===== config.mk =====
export PLATFORM = sky130hd
export DESIGN_NAME = fifo_stream_reader
export DESIGN_NICKNAME = d
export VERILOG_FILES = /design/src/rtl/fifo_stream_reader.sv
export SDC_FILE = /design/constraint.sdc
export NUM_CORES = 1
export LEC_CHECK = 0
export ABC_AREA = 1
export BUFFER_PORTS_ARGS = -buffer_cell sky130_fd_sc_hd__buf_4
export CAP_MARGIN = 20
export CORE_ASPECT_RATIO = 0.7
export CORE_MARGIN = 2
export CORE_UTILIZATION = 45
export DETAILED_ROUTE_END_ITERATION = 16
export PLACE_DENSITY = 0.67
export SLEW_MARGIN = 20
export SYNTH_ARGS = -nofsm -noshare
export SYNTH_HDL_FRONTEND = slang
export SYNTH_SLANG_ARGS = --single-unit

===== constraint.sdc =====
create_clock -name rd_clk -period 3.76 [get_ports rd_clk]
set_input_delay 0.376 -clock rd_clk [delete_from_list [all_inputs] [get_ports rd_clk]]
set_output_delay 0.376 -clock rd_clk [all_outputs]
set_load 0.02 [all_outputs]

===== src/rtl/fifo_stream_reader.sv =====
// Read-side FIFO consumer: turns the one-cycle-latency FIFO read into a valid/ready
// stream through a 2-entry skid buffer, framed into fixed-length bursts by m_last.
module fifo_stream_reader #(
  parameter int WIDTH = 8,
  parameter int BURST = 4,  // beats per burst, must be >= 2
  parameter int CNT_W = 16
) (
  input  logic             rd_clk,
  input  logic             rstn,
  input  logic             en,
  input  logic             fifo_empty,
  input  logic [WIDTH-1:0] fifo_rd_data,
  output logic             fifo_rd_en,
  output logic             m_valid,
  output logic [WIDTH-1:0] m_data,
  output logic             m_last,
  input  logic             m_ready,
  output logic             busy,
  output logic [CNT_W-1:0] beats_sent
);

  localparam int BW = (BURST > 1) ? $clog2(BURST) : 1;
  localparam logic [BW-1:0] LAST_BEAT = BW'(BURST - 1);

  typedef enum logic [1:0] {
    IDLE  = 2'd0,
    RUN   = 2'd1,
    DRAIN = 2'd2
  } state_t;

  state_t           state;
  logic [WIDTH-1:0] buf_mem [2];
  logic             head;
  logic [1:0]       buf_cnt;
  logic             inflight;
  logic [BW-1:0]    issue_cnt;
  logic [BW-1:0]    out_cnt;

  logic             pop;
  logic             issue;
  logic             read_window;
  logic             room;
  logic             drained;
  logic             tail;
  logic [2:0]       occupancy;

  // Stream handshake: a beat transfers on a cycle where m_valid && m_ready at the
  // rising edge; while m_valid is high and m_ready low, m_data/m_last hold.
  assign pop = m_valid && m_ready;

  // Entries held plus the one arriving next cycle, minus the one leaving now.
  // pop implies buf_cnt >= 1, so this never wraps below zero.
  assign occupancy = {1'b0, buf_cnt} + {2'b00, inflight} - {2'b00, pop};
  assign room      = (occupancy < 3'd2);

  // In DRAIN, reads continue only until the current burst has been fully issued.
  assign read_window = (state == RUN) || ((state == DRAIN) && (issue_cnt != '0));
  assign fifo_rd_en  = read_window && !fifo_empty && room;
  assign issue       = fifo_rd_en && !fifo_empty;

  assign drained = (issue_cnt == '0) && !inflight && (buf_cnt == 2'd0);

  // Next free slot; when one entry is held the tail is the other slot.
  assign tail = head ^ buf_cnt[0];

  assign m_valid = (buf_cnt != 2'd0);
  assign m_data  = buf_mem[head];
  assign m_last  = m_valid && (out_cnt == LAST_BEAT);
  assign busy    = (state != IDLE);

  always_ff @(posedge rd_clk or negedge rstn) begin
    if (!rstn) begin
      state <= IDLE;
    end else begin
      case (state)
        IDLE: begin
          if (en) state <= RUN;
        end
        RUN: begin
          if (!en) state <= DRAIN;
        end
        DRAIN: begin
          if (en)           state <= RUN;
          else if (drained) state <= IDLE;
        end
        default: state <= IDLE;
      endcase
    end
  end

  always_ff @(posedge rd_clk or negedge rstn) begin
    if (!rstn) begin
      buf_mem[0] <= '0;
      buf_mem[1] <= '0;
      head       <= 1'b0;
      buf_cnt    <= 2'd0;
      inflight   <= 1'b0;
    end else begin
      inflight <= issue;
      if (inflight) buf_mem[tail] <= fifo_rd_data;
      if (pop)      head <= ~head;
      case ({inflight, pop})
        2'b10:   buf_cnt <= buf_cnt + 2'd1;
        2'b01:   buf_cnt <= buf_cnt - 2'd1;
        default: buf_cnt <= buf_cnt;
      endcase
    end
  end

  always_ff @(posedge rd_clk or negedge rstn) begin
    if (!rstn) begin
      issue_cnt  <= '0;
      out_cnt    <= '0;
      beats_sent <= '0;
    end else begin
      if (issue) begin
        issue_cnt <= (issue_cnt == LAST_BEAT) ? '0 : issue_cnt + 1'b1;
      end
      if (pop) begin
        out_cnt    <= (out_cnt == LAST_BEAT) ? '0 : out_cnt + 1'b1;
        beats_sent <= beats_sent + 1'b1;
      end
    end
  end

`ifndef SYNTHESIS
  a_no_underflow: assert property (@(posedge rd_clk) disable iff (!rstn)
    fifo_rd_en |-> !fifo_empty);

  a_no_overflow: assert property (@(posedge rd_clk) disable iff (!rstn)
    !((buf_cnt == 2'd2) && inflight && !pop));

  a_buf_range: assert property (@(posedge rd_clk) disable iff (!rstn)
    buf_cnt != 2'd3);

  a_hold: assert property (@(posedge rd_clk) disable iff (!rstn)
    (m_valid && !m_ready) |=> (m_valid && $stable(m_data) && $stable(m_last)));
`endif

endmodule


# ---- Word level (Yosys, flattened, before mapping)
# Index checks and enable logic that the tools add are counted.
dict set report word_totals {
  inputBits 13
  elab_cells 67
  regBits 42
  output_inout_bits 28
}
dict set report op_classes {
  addsub 7
  reduce_logical 20
  n_eq_ne 9
  n_bitwise 4
  n_mux 14
  n_lt_le_gt_ge 4
}
# operator n
set ops {}
lappend ops {{8-bit two-way mux} 4}
lappend ops {{16-bit by 1-bit adder with 16-bit output, second input constant} 1}
lappend ops {{16-bit bitwise mux} 1}
lappend ops {{2-bit two-way mux} 6}
lappend ops {{1-bit logical AND} 9}
lappend ops {{8-bit demux with 1-bit select} 1}
lappend ops {{2-bit equality test, second input constant} 4}
lappend ops {{2-bit nonzero test} 4}
lappend ops {{2-bit by 1-bit adder with 2-bit output, second input constant} 3}
lappend ops {{2-bit logical NOT} 3}
lappend ops {{2-bit case mux with 3 select lines} 1}
lappend ops {{2-bit by 1-bit equality test with 1-bit output, second input constant} 2}
lappend ops {{2-bit >= comparator, second input constant} 2}
lappend ops {{2-bit != test, second input constant} 2}
lappend ops {{1-bit inverter with 2-bit output} 2}
lappend ops {{2-bit case mux with 2 select lines} 1}
lappend ops {{2-bit by 1-bit adder with 3-bit output} 1}
lappend ops {{3-bit by 2-bit less-than comparator with 1-bit output, second input constant} 1}
lappend ops {{3-bit != test, second input constant} 1}
lappend ops {{3-bit AND reduction} 1}
lappend ops {{3-bit by 1-bit subtractor with 3-bit output} 1}
lappend ops {{1-bit logical NOT} 2}
lappend ops {{2-bit by 1-bit less-than comparator with 1-bit output, second input constant} 1}
lappend ops {{2-bit by 1-bit subtractor with 2-bit output, second input constant} 1}
lappend ops {{other kinds (3)} 3}

# ---- Longest topological paths before layout
# Gate-level depths: netlist of run 1.
dict set report depth {
  word_depth 7
  depth_mapped 15
  mapped_depth_nobuf 14
}

# ---- Least setup slack after synthesis of run 1
# OpenSTA, ideal clock, no wires.
dict set report synth_timing {
  kind {register to output}
  start {reg buf_cnt[1]}
  end {out fifo_rd_en}
  path_stages_with_launch 12
  required_ns 3.384
  n_path_buf 0
  arrival_time_ns 1.886
  slack_ns 1.498
  cell_sequence {dfrtp_1 > inv_1 > nand2_4 > nand2_4 > nand2_1 > nand2_1 > nand2_1 > fa_1 > nand3_1 > nor2_1 > nand2_1 > inv_1}
}
dict set report synth_via {
  elab_chain_cells 5
  word_cells_on_any_way 6
  cone_classes {add/sub: 2; order compare: 1; reduce/logical: 3}
}
# element line
set synth_lines {}
lappend synth_lines {{start, declared} 34} ;# logic [1:0] buf_cnt;
lappend synth_lines {{start signal, assigned} 103} ;# 2'b10: buf_cnt <= buf_cnt + 2'd1;
lappend synth_lines {{start signal, assigned} 104} ;# 2'b01: buf_cnt <= buf_cnt - 2'd1;
lappend synth_lines {{start signal, assigned} 105} ;# default: buf_cnt <= buf_cnt;
lappend synth_lines {{2-bit nonzero test} 66} ;# assign m_valid = (buf_cnt != 2'd0);
lappend synth_lines {{via m_valid} 14} ;# output logic m_valid,
lappend synth_lines {{1-bit logical AND} 49} ;# assign pop = m_valid && m_ready;
lappend synth_lines {{3-bit by 1-bit subtractor with 3-bit output} 53} ;# assign occupancy = {1'b0, buf_cnt} + {2'b00, inflight} - {2'b00, pop};
lappend synth_lines {{3-bit by 2-bit less-than comparator with 1-bit output} 54} ;# assign room = (occupancy < 3'd2);
lappend synth_lines {{1-bit logical AND} 58} ;# assign fifo_rd_en = read_window && !fifo_empty && room;
lappend synth_lines {{end, declared} 13} ;# output logic fifo_rd_en,
# The timed path passes the listed nets, and every way through them passes these cells.

# ---- Final worst setup path of run 1
dict set report layout_timing {
  start {reg buf_cnt[0]}
  end {out fifo_rd_en}
}
dict set report layout_via {
  elab_chain_cells 5
  word_cells_on_any_way 6
  cone_classes {add/sub: 2; order compare: 1; reduce/logical: 3}
}
# element line
set layout_lines {}
lappend layout_lines {{branches (longest 2 deep; another with 2-bit by 1-bit adder with 3-bit output)} n/a}
lappend layout_lines {{3-bit by 1-bit subtractor with 3-bit output *} 53}
lappend layout_lines {{3-bit by 2-bit less-than comparator with 1-bit output *} 54}
lappend layout_lines {{1-bit logical AND *} 58}
# Mark *: on every way between the ends.

==> impl_metrics.py, run 1 <==
metrics = {
    "run_status": {
        "status": "finished, final reports clean",
    },
    "die": {
        "dieArea_um2": 5420,
        "coreArea_um2": 4730,
        "io_pins": 41,
        "die_x_um": 87.2,
        "die_h_um": 62.2,
        "start_util_pct": 46.1,
        "rows": 21,
    },
    "clock_tree": {
        "cts_tree": "built",
        "cts_buffers": 5,
        "cts_root_buf": "clkbuf_8",
        "max-clock-path-buffers": 2,
        "insertion_delay_ps": 290,
        "cts_hold_buf": 0,
        "h-tree-depth": 2,
        "clk_transition_reported_paths_ps": 80,
        "cts_resized": 0,
        "cts.sinks": 42,
        "cts_setup_buffers": 0,
    },
    "global_route": {
        "grt_usage_pct": 17.0,
        "grt_start_max_net_pins": 43,
        "grt_pass1_wl_um": 7300,
        "antenna_found_initial": 0,
        "first_global_vias": 1569,
        "overflow": 0,
    },
    "routing": {
        "first_iter_violations": 110,
        "met1_length_um": 2210,
        "drt_first_pass_iters": 4,
        "routed_wl_um": 4080,
        "route.top_layer_used": "met4",
        "via_per_inst": 4.78,
        "ant_nets": 0,
        "met2WireLength_um": 1650,
        "drc": 0,
        "wl_per_cell_um": 11.8,
        "vias": 1653,
        "met3WireLength_um": 203,
    },
    "logic_synthesis": {
        "syn_inst": 248,
        "ys_types": 29,
        "synth-edff-count": 0,
        "ys.warnings.count": 0,
        "synth_nets": 266,
        "ys_seq_area_share_pct": 48.2,
        "ys_seq_elements": 42,
        "ys_top_cells_by_count": "nand2_1 (79), dfrtp_1 (42), inv_1 (31)",
        "async_flop_share_pct": 100,
        "synth-main-ff-cell": "dfrtp_1",
        "avgSynthCellArea_um2": 8.79,
        "syn_area_um2": 2180,
        "yosys-top-cells-area": "dfrtp_1 (48%), nand2_1 (14%), inv_1 (5.3%)",
        "synth_top_area_cell": "dfrtp_1",
        "yosysMostFrequentCell": "nand2_1",
        "synth_top_area_share_pct": 48.2,
    },
    "min_path": {
        "hold_class": "in2async",
    },
    "sta": {
        "final.setup_skew_ps": 4.91,
        "hold_viol": 0,
        "rsz0062_at_grt": "false",
        "slew_headroom_pct": 64.4,
        "fin_setup_tns_ps": 0,
        "finalSetupViolCount": 0,
        "maxSlewViolCount": 0,
        "min_period_ps": 2870,
        "fin_crit_sh_pct": 76.4,
        "tightest_slew_ps": 534,
        "max_freq_mhz": 348,
    },
    "cells_and_area": {
        "layout-area-overhead-vs-synth_pct": 18.5,
        "layout.nets": 308,
        "drive_above_1_share_pct": 23.9,
        "antenna-diode-count": 0,
        "utilization_pct": 54.6,
        "fin_area_um2": 2580,
    },
    "setup_path": {
        "critPathBufInv": 2,
        "crit_family": "simple AND/OR/NAND/NOR gates",
        "required_ps": 3380,
        "crit_path_end_kind": "output pin",
        "rrSetupSlack_ps": 1490,
        "critPathMaxFanout": 11,
        "cp_num_cells": 11,
        "r2r_cells": 12,
        "crit_top_cell": "nand2_1",
        "path_cells": "nor2_4, nor2_4, nand2_2, nand2_1, nand2_1, fa_1, nand3_1, nor2_1, nand2_1, inv_1, buf_4",
        "crit_type": "reg2out",
        "crit_arrival_ps": 2500,
        "cp_slowest_cell": "dfrtp_1",
        "crit_path_max_incr_delay_ps": 580,
        "critPathLaunchType": "flip-flop",
    },
    "placed_design": {
        "place.gp.congestion": 0.822,
        "io_buffers": 40,
        "hpwl_um": 3040,
        "placed_area_um2": 2500,
    },
    "power": {
        "leakage_uw": 0.00132,
        "peakVddDrop_v": 0.000457,
        "powerDensity_nw_per_um2": 754,
        "total_power_uw": 1950,
    },
    "flow_run": {
        "drv_cap": 0,
    },
}
==> worst paths after layout <==
| kind | to | from |
|---|---|---|
| max reg2reg | issue_cnt[1] | buf_cnt[0] |
| max | fifo_rd_en | buf_cnt[0] |
| min | beats_sent[9] | rstn |
| max in group asynchronous | beats_sent[2] | rstn |
| min reg2reg | buf_mem[13] | buf_mem[13] |
| min in group rd_clk | state[1] | en |
==> where the power goes <==
part	switching, uW	leakage (uW)	internal (uW)	total [uW]
Combinational	538	0.000756	374	912
Clock	143	0.0000431	142	285
Sequential	136	0.000520	616	752
==> cell families after synthesis <==
family	after synthesis	share of synthesized area, %
AND/OR/NAND/NOR	126	26.9
flip-flops	42	48.2
buffers and inverters	36	7.63
AO/OA/AOI/OAI	25	7.52
XOR/XNOR	14	6.49
adder cells (fa/ha/maj)	5	3.21
==> through the flow <==
stage               std cells  hold slack, ps  worst slack (ps)
floorplan                 248            80.4              1500
global placement          340             395              1230
detailed placement        340             396              1180
CTS                       346            80.4               859
global route              346             103               678
finish                    346            58.8               888
==> per-layer routing <==
layer / global-route usage [%] / up-vias
met1: 26.3 / 760
met4: 3.46 / 0
met3: 4.52 / 4
li1: - / 856
met2: 24.0 / 33
met5: 0 / -
==> cell type report <==
class | count | area [um2]
flip-flops and latches | 42 | 1050
multi-input cells | 170 | 962
well taps | 57 | 71.3
inverters | 31 | 116
repair buffers | 40 | 300
fillers | 467 | 2150
clock buffers | 6 | 82.6
==> registers in the layout, summed over array words and instances, names as in the netlist <==
signal / flops
beats_sent: 16
buf_cnt: 2
buf_mem: 16
head: 1
inflight: 1
issue_cnt: 2
out_cnt: 2
state: 2
==> cell usage in the layout, fill, tap and decap left out, types with 2 or more instances in the layout <==
cell	synthesis	layout
nor2_1	12	12
xor2_1	8	8
o21ai_2	8	8
nand4_1	3	3
nand2_4	2	2
o21ai_0	12	12
xnor2_1	5	5
dfrtp_1	42	42
nor2_2	2	2
inv_1	31	31
clkbuf_8	0	6
buf_4	0	40
nand2_2	3	3
nand3_1	16	16
nor2_4	5	5
ha_1	4	4
nand2_1	79	79
Note: power is estimated with default switching activity, not from simulation.
==> run 2, diff against run 1 <==
==> constraint.sdc (replaced) <==
create_clock -name rd_clk -period 2.7 [get_ports rd_clk]
set_input_delay 0.27 -clock rd_clk [delete_from_list [all_inputs] [get_ports rd_clk]]
set_output_delay 0.27 -clock rd_clk [all_outputs]
set_load 0.02 [all_outputs]
==> run 2 against run 1 <==
Against the previous run: sequential cell count unchanged; clock power rose by 120%; setup slack got worse by 670 ps; power up 54%; hold slack gained 62 ps; via count rose by 1.5%; global-route usage grew 0.093 points; routed wire length up 1.5%; clock skew up 4.2 ps; sequential share of layout area fell by 1.5 points; core utilization up 2.3 points; non-clock buffer count is 5 higher.
==> impl_metrics.py, run 2 (synthesis gave the netlist of run 1 again) <==
metrics = {
    "setup_path": {
        "crit_top_cell": "nand2_1",
        "timing.rr.end": "issue_cnt[1]",
        "critPathLaunchType": "flip-flop",
        "crit_path_end_kind": "output pin",
        "crit_type": "reg2out",
        "crit_path_max_incr_delay_ps": 490,
        "crit_end": "fifo_rd_en",
        "r2r-start": "buf_cnt[1]",
        "cp-startpoint": "buf_cnt[1]",
        "cp_slowest_cell": "fa_1",
        "r2r_cells": 12,
        "critPathMaxFanout": 6,
        "rrSetupSlack_ps": 730,
        "path_cells": "inv_4, nand2_4, nand2_4, nand2_1, nand2_2, nand2_1, fa_1, nand3_1, nor2_1, nand2_1, inv_2, buf_4",
        "crit_arrival_ps": 2210,
        "required_ps": 2430,
    },
    "power": {
        "p_sw_share_pct": 39.6,
        "powerDensity_nw_per_um2": 1110,
        "leakage_uw": 0.00136,
        "p_clk_share_pct": 20.5,
        "comb_power_share_pct": 44.8,
        "seq_power_share_pct": 34.7,
        "peakVddDrop_v": 0.000458,
        "netSwitchingPower_uw": 1190,
        "internal-power_uw": 1810,
    },
    "placed_design": {
        "placed_area_um2": 2520,
        "place.gp.congestion": 0.817,
        "placed_cells": 342,
        "io_buffers": 40,
        "hpwl_um": 2970,
    },
    "routing": {
        "via_per_inst": 4.75,
        "drt_first_pass_iters": 4,
        "ant_nets": 0,
        "routed_wl_um": 4150,
        "vias": 1678,
        "wl_per_cell_um": 11.7,
        "first_iter_violations": 72,
        "drc": 0,
    },
    "clock_tree": {
        "insertion_delay_ps": 300,
        "cts_tree": "built",
        "h-tree-depth": 2,
        "cts_root_buf": "clkbuf_8",
        "clk_transition_reported_paths_ps": 80,
        "max-clock-path-buffers": 2,
        "cts_buffers": 5,
        "cts.sinks": 42,
    },
    "die": {
        "dieArea_um2": 5420,
        "die_h_um": 62.2,
        "coreArea_um2": 4730,
        "start_util_pct": 46.1,
        "io_pins": 41,
        "die_x_um": 87.2,
        "rows": 21,
    },
    "cells_and_area": {
        "final_cell_mix": "nand2_1 (78), buf_4 (44), dfrtp_1 (40)",
        "utilization_pct": 56.9,
        "drive_above_1_share_pct": 27.4,
        "fin_area_um2": 2690,
        "antenna-diode-count": 0,
        "layout.nets": 313,
        "final-instance-count-excl-fill": 353,
        "final_common_cell": "nand2_1",
        "layout-area-overhead-vs-synth_pct": 23.5,
        "top_regs": "beats_sent x16, buf_mem x16",
    },
    "sta": {
        "maxSlewViolCount": 0,
        "rsz0062_at_grt": "false",
        "fin_crit_sh_pct": 92.0,
        "finalSetupViolCount": 0,
        "tightest_slew_ps": 539,
        "min_period_ps": 2480,
        "fin_setup_tns_ps": 0,
        "slew_headroom_pct": 64.1,
        "final.setup_skew_ps": 9.08,
        "hold_viol": 0,
        "max_freq_mhz": 403,
    },
    "min_path": {
        "hold_class": "in2reg",
        "hold_depth": 2,
    },
    "global_route": {
        "grt_start_max_net_pins": 43,
        "first_global_vias": 1544,
        "antenna_found_initial": 0,
        "grt_usage_pct": 17.1,
        "grt_pass1_wl_um": 7290,
        "overflow": 0,
    },
    "flow_run": {
        "drv_cap": 0,
    },
    "run_status": {
        "status": "finished, final reports clean",
    },
}
run 2: changes by cell type in the layout (fill, tap and decap cells not counted):
cell,before,now
dfrtp_2,0,2
inv_4,0,1
nand2_2,3,4
bufinv_16,0,2
inv_1,31,28
dfrtp_1,42,40
dlygate4sd3_1,0,1
inv_2,0,2
nand2_1,79,78
buf_4,40,44
run 2: layout make-up:
cell class                      count  area, um2
Fill cell                         437       2040
Sequential cell                    42       1050
Inverter                           31        119
Clock inverter                      2       60.1
Clock buffer                        6       82.6
Tap cell                           57       71.3
Timing Repair Buffer               45        340
Multi-Input combinational cell    170        965
run 2: worst max-delay path: cells and delay by family (launching register included):
kind,cells,cell delay (ps)
buf+inv,3,330
simple gates,8,640
fa+ha+maj,1,490
flops,1,470
run 2: how the worst min path moves through the flow:
stage,startpoint,to
after floorplan,rstn,beats_sent[0]
after global placement,rstn,beats_sent[7]
after detailed placement,rstn,beats_sent[11]
after CTS,en,state[1]
after global routing,en,state[1]
final,en,state[1]
run 2: power by group through the flow:
stage | combinational [uW] | sequential [uW] | clock (uW)
finish | 1340 | 1040 | 614
global route | 1500 | 1070 | 661
CTS | 1320 | 1040 | 628
detailed placement | 1310 | 1050 | 0
global placement | 1290 | 1050 | 0
floorplan | 905 | 1050 | 0
run 2: repair_timing:
item | CTS | global route
resized for setup | 1 | 6
hold buffers | 1 | 0
setup buffers | 0 | 2
hold endpoints to repair | 42 | 0
setup endpoints to repair | 1 | 1
run 2: per-layer routing:
metal / global-route usage, % / vias up / wire (um)
li1: - / 864 / -
met1: 25.8 / 765 / 2210
met2: 23.3 / 42 / 1660
met3: 5.05 / 7 / 223
met4: 5.77 / 0 / 57
met5: 0 / - / 0
run 2: metrics by stage:
| step | power (uW) | hold WS, ps | setup WS [ps] |
|---|---|---|---|
| after global routing | 3240 | 123 | 8.56 |
| after floorplan | 1950 | -25.6 | 544 |
| after CTS | 2990 | 116 | 28.7 |
| final | 3000 | 120 | 216 |
| after detailed placement | 2360 | 296 | 340 |
| after global placement | 2340 | 293 | 397 |
